### src/rtl/nexi_pic_pkg.sv
// Shared definitions for the PIC and its CPU-side interrupt acknowledge initiator:
// register map, field widths, spurious vector and the initiator state encoding.
package nexi_pic_pkg;

  localparam int LVL_W  = 3;
  localparam int VEC_W  = 8;
  localparam int ADDR_W = 3;

  localparam logic [ADDR_W-1:0] PIC_VERSION_ADDR = 3'd0;
  localparam logic [ADDR_W-1:0] PIC_CTRL_ADDR    = 3'd1;
  localparam logic [ADDR_W-1:0] PIC_STATUS_ADDR  = 3'd2;
  localparam logic [ADDR_W-1:0] PIC_VEC_ADDR     = 3'd3;
  localparam logic [ADDR_W-1:0] PIC_EOI_ADDR     = 3'd4;

  localparam logic [VEC_W-1:0] PIC_SPURIOUS_VEC = 8'h18;

  localparam logic [LVL_W-1:0] LVL_NMI = 3'd7;

  typedef enum logic [2:0] {
    ST_IDLE    = 3'd0,
    ST_RD_VEC  = 3'd1,
    ST_PRESENT = 3'd2,
    ST_SERVICE = 3'd3,
    ST_WR_EOI  = 3'd4
  } irq_state_e;

  // Level 7 is non-maskable: it is taken even when the mask is already 7.
  function automatic logic irq_accept(input logic [LVL_W-1:0] lvl,
                                      input logic [LVL_W-1:0] mask);
    return (lvl != '0) && ((lvl > mask) || (lvl == LVL_NMI));
  endfunction

endpackage

### src/rtl/nexi_wb_byte_master.sv
// Single-transfer Wishbone byte master: one start pulse launches one read or write,
// which ends on ack or after TIMEOUT cycles without ack.
module nexi_wb_byte_master
  import nexi_pic_pkg::*;
#(
  parameter int TIMEOUT = 16
) (
  input  logic              clk,
  input  logic              rst_n,
  input  logic              start,
  input  logic              we,
  input  logic [ADDR_W-1:0] addr,
  input  logic [VEC_W-1:0]  wdata,
  output logic              done,
  output logic              timeout,
  output logic [VEC_W-1:0]  rdata,
  output logic              cyc,
  output logic              stb,
  output logic              bus_we,
  output logic [ADDR_W-1:0] bus_addr,
  output logic [VEC_W-1:0]  bus_wdata,
  input  logic [VEC_W-1:0]  bus_rdata,
  input  logic              ack
);

  localparam int CNT_W = (TIMEOUT > 2) ? $clog2(TIMEOUT) : 1;
  localparam logic [CNT_W-1:0] CNT_LAST = CNT_W'(TIMEOUT - 1);

  logic             active;
  logic [CNT_W-1:0] cnt;

  // done/timeout are combinational so the sequencer reacts on the same edge the bus drops.
  assign done    = active && ack;
  assign timeout = active && !ack && (cnt == CNT_LAST);
  assign rdata   = bus_rdata;
  assign cyc     = active;
  assign stb     = active;

  always_ff @(posedge clk or negedge rst_n) begin
    if (!rst_n) begin
      active    <= 1'b0;
      cnt       <= '0;
      bus_we    <= 1'b0;
      bus_addr  <= '0;
      bus_wdata <= '0;
    end else if (active) begin
      if (done || timeout) begin
        active    <= 1'b0;
        cnt       <= '0;
        bus_we    <= 1'b0;
        bus_addr  <= '0;
        bus_wdata <= '0;
      end else begin
        cnt <= cnt + 1'b1;
      end
    end else if (start) begin
      active    <= 1'b1;
      cnt       <= '0;
      bus_we    <= we;
      bus_addr  <= addr;
      bus_wdata <= wdata;
    end
  end

endmodule

### src/rtl/nexi_irq_ack.sv
// CPU-side interrupt initiator: takes a PIC level past the CPU mask, reads the vector,
// presents it to the core, and writes EOI once the core finishes service.
module nexi_irq_ack
  import nexi_pic_pkg::*;
#(
  parameter logic [ADDR_W-1:0] VEC_ADDR     = PIC_VEC_ADDR,
  parameter logic [ADDR_W-1:0] EOI_ADDR     = PIC_EOI_ADDR,
  parameter int                TIMEOUT      = 16,
  parameter logic [VEC_W-1:0]  SPURIOUS_VEC = PIC_SPURIOUS_VEC
) (
  input  logic              clk_i,
  input  logic              rst_ni,
  input  logic [LVL_W-1:0]  irq_level_i,
  input  logic [LVL_W-1:0]  ipl_mask_i,
  input  logic              cpu_ack_i,
  input  logic              cpu_eoi_i,
  output logic              int_req_o,
  output logic [VEC_W-1:0]  int_vector_o,
  output logic [LVL_W-1:0]  int_level_o,
  output logic              busy_o,
  output logic              cyc_o,
  output logic              stb_o,
  output logic              we_o,
  output logic [ADDR_W-1:0] addr_o,
  output logic [VEC_W-1:0]  data_o,
  input  logic [VEC_W-1:0]  data_i,
  input  logic              ack_i,
  output irq_state_e        state_o
);

  irq_state_e        state;
  logic [LVL_W-1:0]  lvl_q;

  logic              req_start;
  logic              req_we;
  logic [ADDR_W-1:0] req_addr;
  logic [VEC_W-1:0]  req_wdata;

  logic              xfer_done;
  logic              xfer_timeout;
  logic [VEC_W-1:0]  xfer_rdata;

  assign busy_o  = (state != ST_IDLE);
  assign state_o = state;

  // Bus launches: vector read out of IDLE, EOI write out of SERVICE.
  always_comb begin
    req_start = 1'b0;
    req_we    = 1'b0;
    req_addr  = VEC_ADDR;
    req_wdata = '0;
    case (state)
      ST_IDLE: begin
        if (irq_accept(lvl_q, ipl_mask_i)) begin
          req_start = 1'b1;
        end
      end
      ST_SERVICE: begin
        if (cpu_eoi_i) begin
          req_start = 1'b1;
          req_we    = 1'b1;
          req_addr  = EOI_ADDR;
          req_wdata = {{(VEC_W-LVL_W){1'b0}}, int_level_o};
        end
      end
      default: ;
    endcase
  end

  nexi_wb_byte_master #(
    .TIMEOUT (TIMEOUT)
  ) u_master (
    .clk       (clk_i),
    .rst_n     (rst_ni),
    .start     (req_start),
    .we        (req_we),
    .addr      (req_addr),
    .wdata     (req_wdata),
    .done      (xfer_done),
    .timeout   (xfer_timeout),
    .rdata     (xfer_rdata),
    .cyc       (cyc_o),
    .stb       (stb_o),
    .bus_we    (we_o),
    .bus_addr  (addr_o),
    .bus_wdata (data_o),
    .bus_rdata (data_i),
    .ack       (ack_i)
  );

  always_ff @(posedge clk_i or negedge rst_ni) begin
    if (!rst_ni) begin
      state        <= ST_IDLE;
      lvl_q        <= '0;
      int_req_o    <= 1'b0;
      int_vector_o <= '0;
      int_level_o  <= '0;
    end else begin
      lvl_q <= irq_level_i;
      case (state)
        ST_IDLE: begin
          if (req_start) begin
            int_level_o <= lvl_q;
            state       <= ST_RD_VEC;
          end
        end
        ST_RD_VEC: begin
          if (xfer_done) begin
            int_vector_o <= xfer_rdata;
            state        <= ST_PRESENT;
          end else if (xfer_timeout) begin
            int_vector_o <= SPURIOUS_VEC;
            state        <= ST_PRESENT;
          end
        end
        ST_PRESENT: begin
          // Request rises one cycle after entry; a core ack only counts once it is visible.
          if (!int_req_o) begin
            int_req_o <= 1'b1;
          end else if (cpu_ack_i) begin
            int_req_o <= 1'b0;
            state     <= ST_SERVICE;
          end
        end
        ST_SERVICE: begin
          if (req_start) begin
            state <= ST_WR_EOI;
          end
        end
        ST_WR_EOI: begin
          if (xfer_done || xfer_timeout) begin
            int_level_o <= '0;
            state       <= ST_IDLE;
          end
        end
        default: begin
          state <= ST_IDLE;
        end
      endcase
    end
  end

endmodule

### config.mk
export PLATFORM = sky130hd
export DESIGN_NAME = nexi_irq_ack
export DESIGN_NICKNAME = d
export VERILOG_FILES = /design/src/rtl/nexi_pic_pkg.sv /design/src/rtl/nexi_wb_byte_master.sv /design/src/rtl/nexi_irq_ack.sv
export SDC_FILE = /design/constraint.sdc
export NUM_CORES = 1
export LEC_CHECK = 0
export ABC_AREA = 0
export BUFFER_PORTS_ARGS = -buffer_cell sky130_fd_sc_hd__clkbuf_2
export CAP_MARGIN = 25
export CORE_UTILIZATION = 45
export DETAILED_ROUTE_END_ITERATION = 12
export GPL_TIMING_DRIVEN = 0
export PLACE_DENSITY = 0.73
export SYNTH_ARGS = -nofsm -noshare
export SYNTH_HDL_FRONTEND = slang
export SYNTH_SLANG_ARGS = --single-unit
### constraint.sdc
create_clock -name clk_i -period 4.24 [get_ports clk_i]
set_input_delay 0.636 -clock clk_i [delete_from_list [all_inputs] [get_ports clk_i]]
set_output_delay 0.636 -clock clk_i [all_outputs]
set_load 0.02 [all_outputs]
==> summary.md, run 1 <==
| Metric | Value |
|---|---|
| Status | `finished with violations` |
| Failing checks | `DRC` |
| Num CTS Buffers | `3` |
| CTS tree | `yes` |
| Initial Util | `49.4%` |
| Synthesis-stage register bit count | `28` |
| Worst path arrival time | `1470 ps` |
| Ys Warns | `0` |
| Die area | `0.00336 sq mm` |
| CP Capture Point | `busy_o` |
| Antenna violations before repair | `0` |
| Worst r2r src | `lvl_q[1]` |
| Clock Power Share | `13.7%` |
| Post-CTS Setup Inserts | `0` |
| Crit path time final | `2110 ps` |
| Root buffer cell | `clkbuf_4` |
| Fin. max-slew vios | `0` |
| Ports | `49` |
| Core Rows | `19` |
| Max_cap viols | `0` |
| Post-Syn Area per Cell | `10.4 sq um` |
| Startpoint Class | `flip-flop` |
| Required time worst endpoint | `3600 ps` |
| Unrepaired setup endpoints after global routing | `false` |
| Final RePlAce weighted congestion | `0.771` |
| Die Width | `58.0 um` |
| Most common cell after layout, fill and taps aside | `clkbuf_2` |
| WHS | `321 ps` |
| Number of flops mapped to enable cells by yosys | `0` |
| Initial DRC Count | `27` |
| Fin nets | `210` |
| Antenna Cells | `0` |
| Mapped Area | `0.00141 sq mm` |
| Die Span Y | `58.0 um` |
| All-Layer GR Usage | `18.8%` |
| Estimated wirelength of the detail-placed design | `2280 um` |
| Gate Count Post-Synth | `135` |
| Reg power frac | `35.2%` |
| Max H-tree Level | `1` |
| Vias in the first global route | `1113` |
| DRT Pass-1 Iters | `8` |
| Layout area overhead | `22.8%` |
| Cells on worst reg2reg path | `7` |
| Skew-Pair Late Insertion Delay | `320 ps` |
| Clock Skew | `2.98 ps` |
| Final-report hold violation count | `0` |
| Slew HR | `55.3%` |
| Number of clock sinks | `28` |
| Reg-to-Reg End | `u_master.cnt[2]` |
| Vias | `1175` |
| CP max FO | `8` |
| PortBufs | `43` |
| Worst-Margin Slew | `671 ps` |
| Clk slew on worst S/H paths | `140 ps` |
| Hold WC Path Type | `in2async` |
| Drt drc | `2` |
| Logic gate share of total power | `51.1%` |
| TNS Setup | `0 ps` |
| Switch share | `42.4%` |
| Lkg Pwr | `0.867 nW` |
| Post-synthesis sequential area ratio | `49.7%` |
| DR WL/cell | `13.2 um` |
| First-pass GRT wire length | `4890 um` |
| CP Capture Type | `primary output` |
| Routed Antenna Nets | `0` |
| Post-CTS Hold Buffers | `0` |
| Max IR drop VDD | `352 uV` |
| Crit path from | `state_o[1]` |
| Fmax | `474 MHz` |
| CP Class | `reg2out` |
| Synth unique cells | `42` |
| Post-Route WL | `2870 um` |
| Layout Cells excl Fill | `217` |
| Synth Flop Type | `dfrtp_1` |
| Layout cells sized above 1 | `37.1%` |
| Dpl cells | `213` |
| Most frequent cells in the layout | `clkbuf_2, dfrtp_1, nand2_1, buf_4, nor2_1` |
| Core box area | `0.00285 sq mm` |
| Largest net degree at the start of global routing | `29` |
| PwrDens | `718 mW/mm^2` |
| Post-CTS resize count | `0` |
| Final Cycle Share | `49.7%` |
| P_int | `716 uW` |
| Setup violators final | `0` |
| Grt ovf | `0` |
| FF-to-FF setup slack | `2340 ps` |
| Clk buf depth | `2` |
| Share of flip-flops with an asynchronous set or reset | `100%` |
| Sw power | `526 uW` |
| Final core utilization | `60.7%` |
| Vias per inst | `5.41` |
==> cells in the mapped netlist, types with 2 or more instances <==
| master | instances | area share [%] |
|---|---|---|
| a21oi_1 | 3 | 1.1 |
| a22o_1 | 6 | 3.7 |
| a2bb2oi_1 | 2 | 1.2 |
| a32o_1 | 3 | 2.1 |
| a32oi_1 | 2 | 1.2 |
| buf_2 | 2 | 0.71 |
| buf_4 | 9 | 4.8 |
| clkbuf_1 | 2 | 0.53 |
| dfrtp_1 | 28 | 50 |
| ha_1 | 4 | 3.6 |
| inv_1 | 6 | 1.6 |
| nand2_1 | 14 | 3.7 |
| nand3_1 | 5 | 1.8 |
| nor2_1 | 9 | 2.4 |
| o21ai_0 | 4 | 1.4 |
| o21ai_1 | 7 | 2.5 |
| o21ai_2 | 2 | 1.2 |
| o22a_1 | 2 | 1.2 |
| xnor2_1 | 2 | 1.2 |
==> area by class of cell <==
| cell class | instances | area (sq um) |
|---|---|---|
| plain buffers | 14 | 96.3 |
| clock buffers | 3 | 22.5 |
| clock inverters | 1 | 30.0 |
| fillers | 260 | 1120 |
| inverters | 7 | 26.3 |
| multi-input cells | 90 | 601 |
| flip-flops and latches | 28 | 701 |
| well taps | 31 | 38.8 |
| repair buffers | 43 | 215 |
==> worst max-delay path, stage by stage, from the launching register on <==
cell      delay (ps)
dfrtp_1          410
buf_4            160
or3_4            410
clkbuf_2         170
==> cells by family (layout without fill, tap and decap cells) <==
| kind of cell | Yosys count | after routing | share of synthesized area [%] |
|---|---|---|---|
| adder cells (fa/ha/maj) | 4 | 4 | 3.55 |
| other | 1 | 5 | 0.266 |
| buffers and inverters | 21 | 68 | 8.70 |
| flip-flops | 28 | 28 | 49.7 |
| multiplexers | 1 | 1 | 0.799 |
| XOR/XNOR | 2 | 2 | 1.24 |
| AO/OA/AOI/OAI | 36 | 36 | 19.4 |
| AND/OR/NAND/NOR | 42 | 42 | 16.3 |
==> state kept, by name, indices dropped and copies added, names as in the netlist <==
register and flops:
int_vector_o 8, u_master.cnt 4, int_level_o 3, lvl_q 3, state_o 3, u_master.bus_wdata 3
u_master.bus_addr 2, int_req_o 1, u_master.cyc 1
==> worst min path at each step <==
stage / start / endpoint / slack (ps) / cells past startpoint
detailed placement: int_vector_o[3] / int_vector_o[3] / 500 / 1
global placement: int_vector_o[0] / int_vector_o[0] / 490 / 1
finish: rst_ni / u_master.cnt[3] / 320 / 1
floorplan: rst_ni / int_level_o[0] / 340 / 0
CTS: rst_ni / u_master.bus_wdata[1] / 340 / 1
global route: rst_ni / u_master.bus_wdata[1] / 360 / 1
==> per-stage QoR <==
| stage | instance area (sq um) | setup WS [ps] | total power [mW] |
|---|---|---|---|
| 4_1_cts | 1730 | 2110 | 1.26 |
| 6_report | 1730 | 2130 | 1.24 |
| 3_3_place_gp | 1680 | 2020 | 1.06 |
| 5_1_grt | 1730 | 2070 | 1.33 |
| 3_5_place_dp | 1680 | 1970 | 1.08 |
| 2_1_floorplan | 1420 | 2250 | 0.889 |
==> power groups by stage <==
stage	logic, mW	registers (mW)	clock network, mW
floorplan	0.347	0.542	0
global placement	0.624	0.436	0
detailed placement	0.640	0.443	0
CTS	0.642	0.439	0.176
global route	0.696	0.450	0.187
finish	0.634	0.438	0.170
==> metal layers <==
metal	up-vias	GRT usage, %	wire [um]	part of all wire, %
li1	574	-	-	-
met1	571	24.5	1270	44
met2	28	32.2	1450	51
met3	2	3.57	126	4.4
met4	0	5.10	15	0.52
met5	-	0	0	0
(Power assumes the default switching activity.)
==> run 2: changes to the inputs <==
- clock period: 4.24 -> 2 ns (I/O delays scaled with it)
==> summary.md, run 2 (synthesis results as in run 1) <==
| Metric | Value |
|---|---|
| Status | `finished with violations` |
| Failing checks | `DRC, hold timing` |
| WHS | `-15.0 ps (-335 ps)` |
| Antenna Cells | `0 (unchanged)` |
| CP max FO | `4 (-4)` |
| Setup violators final | `0 (unchanged)` |
| CP Capture Type | `flip-flop` |
| Ports | `49 (unchanged)` |
| Largest register FFs | `8 (unchanged)` |
| Initial Util | `49.4% (unchanged)` |
| Fmax | `526 MHz` |
| All-Layer GR Usage | `18.8% (unchanged)` |
| Clk buf depth | `2 (unchanged)` |
| First-pass GRT wire length | `4890 um (unchanged)` |
| Largest regs | `int_vector_o: 8 flops, u_master.cnt: 4 flops` |
| DR WL/cell | `13.4 um (+1.7%)` |
| Fin area | `0.00175 sq mm (+1.2%)` |
| Core Rows | `19 (unchanged)` |
| PwrDens | `1520 mW/mm^2 (+110%)` |
| Grt ovf | `0 (unchanged)` |
| Number of clock sinks | `28 (unchanged)` |
| Vias per inst | `5.48 (+1.2%)` |
| Most common cell after layout, fill and taps aside | `clkbuf_2` |
| Slew HR | `55.2% (-0.12 points)` |
| Worst path arrival time | `2130 ps (+660 ps)` |
| Die Width | `58.0 um (unchanged)` |
| Worst-Margin Slew | `673 ps (+1.78 ps)` |
| CP Class | `reg2reg` |
| Hold WC Path Type | `in2async` |
| Startpoint Class | `flip-flop` |
| PortBufs | `43 (unchanged)` |
| Layout cells sized above 1 | `39.0% (+1.9 points)` |
| Drt drc | `2 (unchanged)` |
| Clock Skew | `2.81 ps (-0.161 ps)` |
| Final Cycle Share | `95.1%` |
| Max IR drop VDD | `746 uV (+110%)` |
| Largest net degree at the start of global routing | `29 (unchanged)` |
| Most frequent cells in the layout | `clkbuf_2, dfrtp_1, nand2_1, buf_4, nor2_1` |
| Antenna violations before repair | `0 (unchanged)` |
| Num CTS Buffers | `3 (unchanged)` |
| Vias in the first global route | `1113 (unchanged)` |
| DP Area | `0.00168 sq mm (unchanged)` |
| Crit path time final | `1900 ps` |
| Required time worst endpoint | `2220 ps (-1380 ps)` |
| Lkg Pwr | `0.877 nW (+1.2%)` |
| Post-Route WL | `2930 um (+2.1%)` |
| CTS tree | `yes` |
| Initial DRC Count | `38 (+41%)` |
| Max_cap viols | `0 (unchanged)` |
| Layout area overhead | `24.2%` |
| Routed Antenna Nets | `0 (unchanged)` |
| Skew-Pair Late Insertion Delay | `320 ps (about the same)` |
| Fin nets | `211 (+0.48%)` |
| Vias | `1195 (+1.7%)` |
| Clk slew on worst S/H paths | `140 ps (about the same)` |
| DRT Pass-1 Iters | `8 (unchanged)` |
| Core box area | `0.00285 sq mm (unchanged)` |
| Die area | `0.00336 sq mm (unchanged)` |
| Max H-tree Level | `1 (unchanged)` |
| Largest Register | `int_vector_o` |
| Final RePlAce weighted congestion | `0.771 (unchanged)` |
| Final-report hold violation count | `28 (+28)` |
| Unrepaired setup endpoints after global routing | `true` |
| Estimated wirelength of the detail-placed design | `2280 um (unchanged)` |
| Root buffer cell | `clkbuf_4` |
| Die Span Y | `58.0 um (unchanged)` |
| Fill count | `258 (-0.77%)` |
| Fin. max-slew vios | `0 (unchanged)` |
==> run 2: area by class of cell <==
type / instances / area, sq um / share of cell area [%]
timing repair buffer: 44 / 223 / 12.7
inverter: 7 / 26.3 / 1.50
clock buffer: 3 / 22.5 / 1.29
tap: 31 / 38.8 / 2.22
buffer: 14 / 97.6 / 5.58
clock inverter: 1 / 30.0 / 1.72
multi-input combinational: 90 / 612 / 35.0
sequential: 28 / 701 / 40.0
==> run 2: routing by layer <==
layer	vias up	part of all wire, %	track usage [%]
li1	574	-	-
met1	582	45	24.5
met2	37	50	32.2
met3	2	5.2	3.57
met4	0	0.51	5.10
met5	-	0	0
==> run 2: critical path: stages (launching register included) <==
cell      delay [ps]
dfrtp_1          440
ha_1             320
nand3_1           90
o21ai_1           70
o21ai_0          280
nand4b_1         270
a32o_1           340
==> run 2: power breakdown <==
part / total [mW] / internal (mW) / switching (mW)
combinational: 1.37 / 0.552 / 0.818
clock: 0.361 / 0.203 / 0.158
sequential: 0.928 / 0.779 / 0.149
total: 2.66 / 1.53 / 1.13
==> run 2: timing repair <==
item | CTS | global route
endpoints found under the setup margin | 0 | 10
resized for setup | 0 | 5
buffers inserted | 0 | 1
hold buffers | 0 | 0
==> run 2: stage by stage <==
stage | setup slack [ps] | total power, mW | instances | TNS [ps] | util (%)
2_1_floorplan | 308 | 1.88 | 139 | 0 | -
3_3_place_gp | 116 | 2.25 | 213 | 0 | 58.8
3_5_place_dp | 67.4 | 2.30 | 213 | 0 | 58.8
4_1_cts | 86.0 | 2.66 | 217 | 0 | 60.7
5_1_grt | -12.6 | 2.85 | 218 | -12.6 | 61.4
6_report | 97.6 | 2.66 | 218 | 0 | 61.4
==> run 2: worst paths after layout <==
check / slack [ps] / depth (start not counted) / to / start
min in group clk_i: 70 / 1 / lvl_q[2] / irq_level_i[2]
max in group asynchronous: 1590 / 1 / u_master.bus_wdata[0] / rst_ni
hold reg to reg: 530 / 1 / int_vector_o[0] / int_vector_o[0]
hold / removal: -10 / 1 / u_master.bus_wdata[1] / rst_ni
setup / recovery: 100 / 6 / int_level_o[0] / lvl_q[1]
setup reg to reg: 100 / 6 / int_level_o[0] / lvl_q[1]
==> run 3: changes to the inputs <==
- ABC_CLOCK_PERIOD_IN_PS: not set -> 2000
- CORE_UTILIZATION: 45 -> 49
- PLACE_DENSITY: 0.73 -> 0.79
==> summary.md, run 3 (synthesis results as in run 1) <==
| Metric | Value |
|---|---|
| All-Layer GR Usage | `22.2% (+3.4 points)` |
| CP Capture Type | `flip-flop` |
| Die Width | `55.6 um (-4.0%)` |
| DR WL/cell | `14.1 um (+4.8%)` |
| Reg-to-Reg End | `int_level_o[2]` |
| Core Rows | `19 (unchanged)` |
| Lkg Pwr | `0.878 nW (about the same)` |
| Estimated wirelength of the detail-placed design | `2390 um (+4.7%)` |
| Die Span Y | `55.6 um (-4.0%)` |
| Slew HR | `54.5% (-0.63 points)` |
| Fill count | `230 (-11%)` |
| Crit path from | `lvl_q[2]` |
| Final Cycle Share | `93.8% (-1.4 points)` |
| Most common cell after layout, fill and taps aside | `clkbuf_2` |
| Required time worst endpoint | `2240 ps (+20 ps)` |
| Routed Antenna Nets | `0 (unchanged)` |
| Initial Util | `51.5% (+2.1 points)` |
| Fmax | `533 MHz (+1.5%)` |
| Final RePlAce weighted congestion | `0.736 (-4.5%)` |
| Most frequent cells in the layout | `clkbuf_2, dfrtp_1, nand2_1, buf_4, nor2_1` |
| PortBufs | `43 (unchanged)` |
| CTS tree | `yes` |
| CP max FO | `4 (unchanged)` |
| PwrDens | `1490 mW/mm^2 (-2.1%)` |
| First-pass GRT wire length | `5410 um (+11%)` |
| Largest net degree at the start of global routing | `29 (unchanged)` |
| Max IR drop VDD | `846 uV (+13%)` |
| Antenna violations before repair | `0 (unchanged)` |
| Clk slew on worst S/H paths | `150 ps (about the same)` |
| Area of the multi-input gates | `607 sq um (-0.82%)` |
| Largest Register | `int_vector_o` |
| Initial DRC Count | `31 (-18%)` |
| Vias in the first global route | `1162 (+4.4%)` |
| TNS Setup | `0 ps (unchanged)` |
| Vias | `1217 (+1.8%)` |
| Clk buf depth | `2 (unchanged)` |
| DRT Pass-1 Iters | `4 (-4)` |
| CP Class | `reg2reg` |
| FF+latch area | `701 sq um (unchanged)` |
| Root buffer cell | `clkbuf_4` |
| Status | `complete, no violations` |
| Layout cells sized above 1 | `38.6% (-0.41 points)` |
| Max H-tree Level | `1 (unchanged)` |
| Layout Cells excl Fill | `220 (+0.92%)` |
| Crit path time final | `1880 ps (-27.3 ps)` |
| Max_cap viols | `0 (unchanged)` |
| FF-to-FF setup slack | `120 ps (+30 ps)` |
| Hold WC Path Type | `in2reg` |
| Drt drc | `0 (-2)` |
| Fin. max-slew vios | `0 (unchanged)` |
| Layout area overhead | `24.0%` |
| Die area | `0.00309 sq mm (-7.9%)` |
| CP Capture Point | `int_level_o[2]` |
| Skew-Pair Late Insertion Delay | `330 ps (about the same)` |
| Largest register FFs | `8 (unchanged)` |
| Ports | `49 (unchanged)` |
| Cells on worst reg2reg path | `7 (+1)` |
| Dpl cells | `213 (unchanged)` |
| Clock Skew | `2.80 ps (-0.0148 ps)` |
| Largest regs | `int_vector_o: 8 flops, u_master.cnt: 4 flops` |
| Unrepaired setup endpoints after global routing | `false` |
| Vias per inst | `5.53 (+0.92%)` |
| Worst path arrival time | `2110 ps (-20 ps)` |
| Fin nets | `213 (+0.95%)` |
| Antenna Cells | `0 (unchanged)` |
| Worst-Margin Slew | `682 ps (+9.50 ps)` |
| Num CTS Buffers | `3 (unchanged)` |
| Number of clock sinks | `28 (unchanged)` |
| Startpoint Class | `flip-flop` |
| Worst r2r src | `lvl_q[2]` |
| Grt ovf | `0 (unchanged)` |
| Final-report hold violation count | `0 (-100%)` |
| HP Start | `irq_level_i[2]` |
| Core box area | `0.00273 sq mm (-4.2%)` |
| Setup violators final | `0 (unchanged)` |
| Post-Route WL | `3090 um (+5.7%)` |
==> run 3: cell types whose count changed in the layout (fill, tap and decap cells not counted) <==
cell           change
buf_4              +1
bufinv_16          -1
dlygate4sd3_1      +1
nor3_1             +1
nor3_2             -1
clkbuf_8           +1
==> run 3: layout make-up <==
class	count	share of cell area, %
Inverter	7	1.50
Clock buffer	4	2.08
Tap cell	31	2.22
Sequential cell	28	40.1
Timing Repair Buffer	46	13.8
Multi-Input combinational cell	90	34.7
Buffer	14	5.59
==> run 3: worst min-delay path by stage <==
stage / to / cells past startpoint
floorplan: int_level_o[0] / 0
global placement: state_o[2] / 1
detailed placement: u_master.bus_wdata[1] / 1
CTS: lvl_q[2] / 1
global route: lvl_q[1] / 1
finish: lvl_q[2] / 1
==> run 3: power breakdown <==
| group | internal (mW) | switching (mW) | leakage, nW | total (mW) |
|---|---|---|---|---|
| combinational | 0.553 | 0.838 | 0.506 | 1.39 |
| clock | 0.112 | 0.170 | 0.0210 | 0.281 |
| sequential | 0.779 | 0.148 | 0.351 | 0.927 |
| total | 1.44 | 1.15 | 0.878 | 2.60 |
==> run 3: routing by layer <==
layer	wire (um)	share of wire [%]	GRT usage, %
met1	1230	40	28.1
met2	1640	53	38.6
met5	0	0	0
met3	155	5.0	3.49
met4	70	2.3	8.21
==> run 3: through the flow <==
stage | setup WS (ps) | utilization [%] | hold WS [ps] | instance area (sq um) | power [mW]
floorplan | 308 | - | 4.41 | 1420 | 1.88
global placement | 110 | 61.4 | 367 | 1680 | 2.24
detailed placement | 72.9 | 61.4 | 371 | 1680 | 2.31
CTS | 74.4 | 63.1 | 50.0 | 1720 | 2.59
global route | 2.65 | 63.9 | 41.9 | 1750 | 2.77
finish | 125 | 63.9 | 56.0 | 1750 | 2.60
==> run 3: timing repair <==
item,in CTS,in global routing
gates resized for setup,0,4
setup buffers,0,2
hold buffers,1,0
endpoints found under the hold margin,28,0
endpoints found under the setup margin,0,10
==> run 3: critical path, stage by stage, from the launching register on <==
cell and delay (ps):
dfrtp_1 450, ha_1 310, nand3_1 90, o21ai_1 80
or2_4 260, nor3_1 160, o21ai_0 150, a32o_1 280
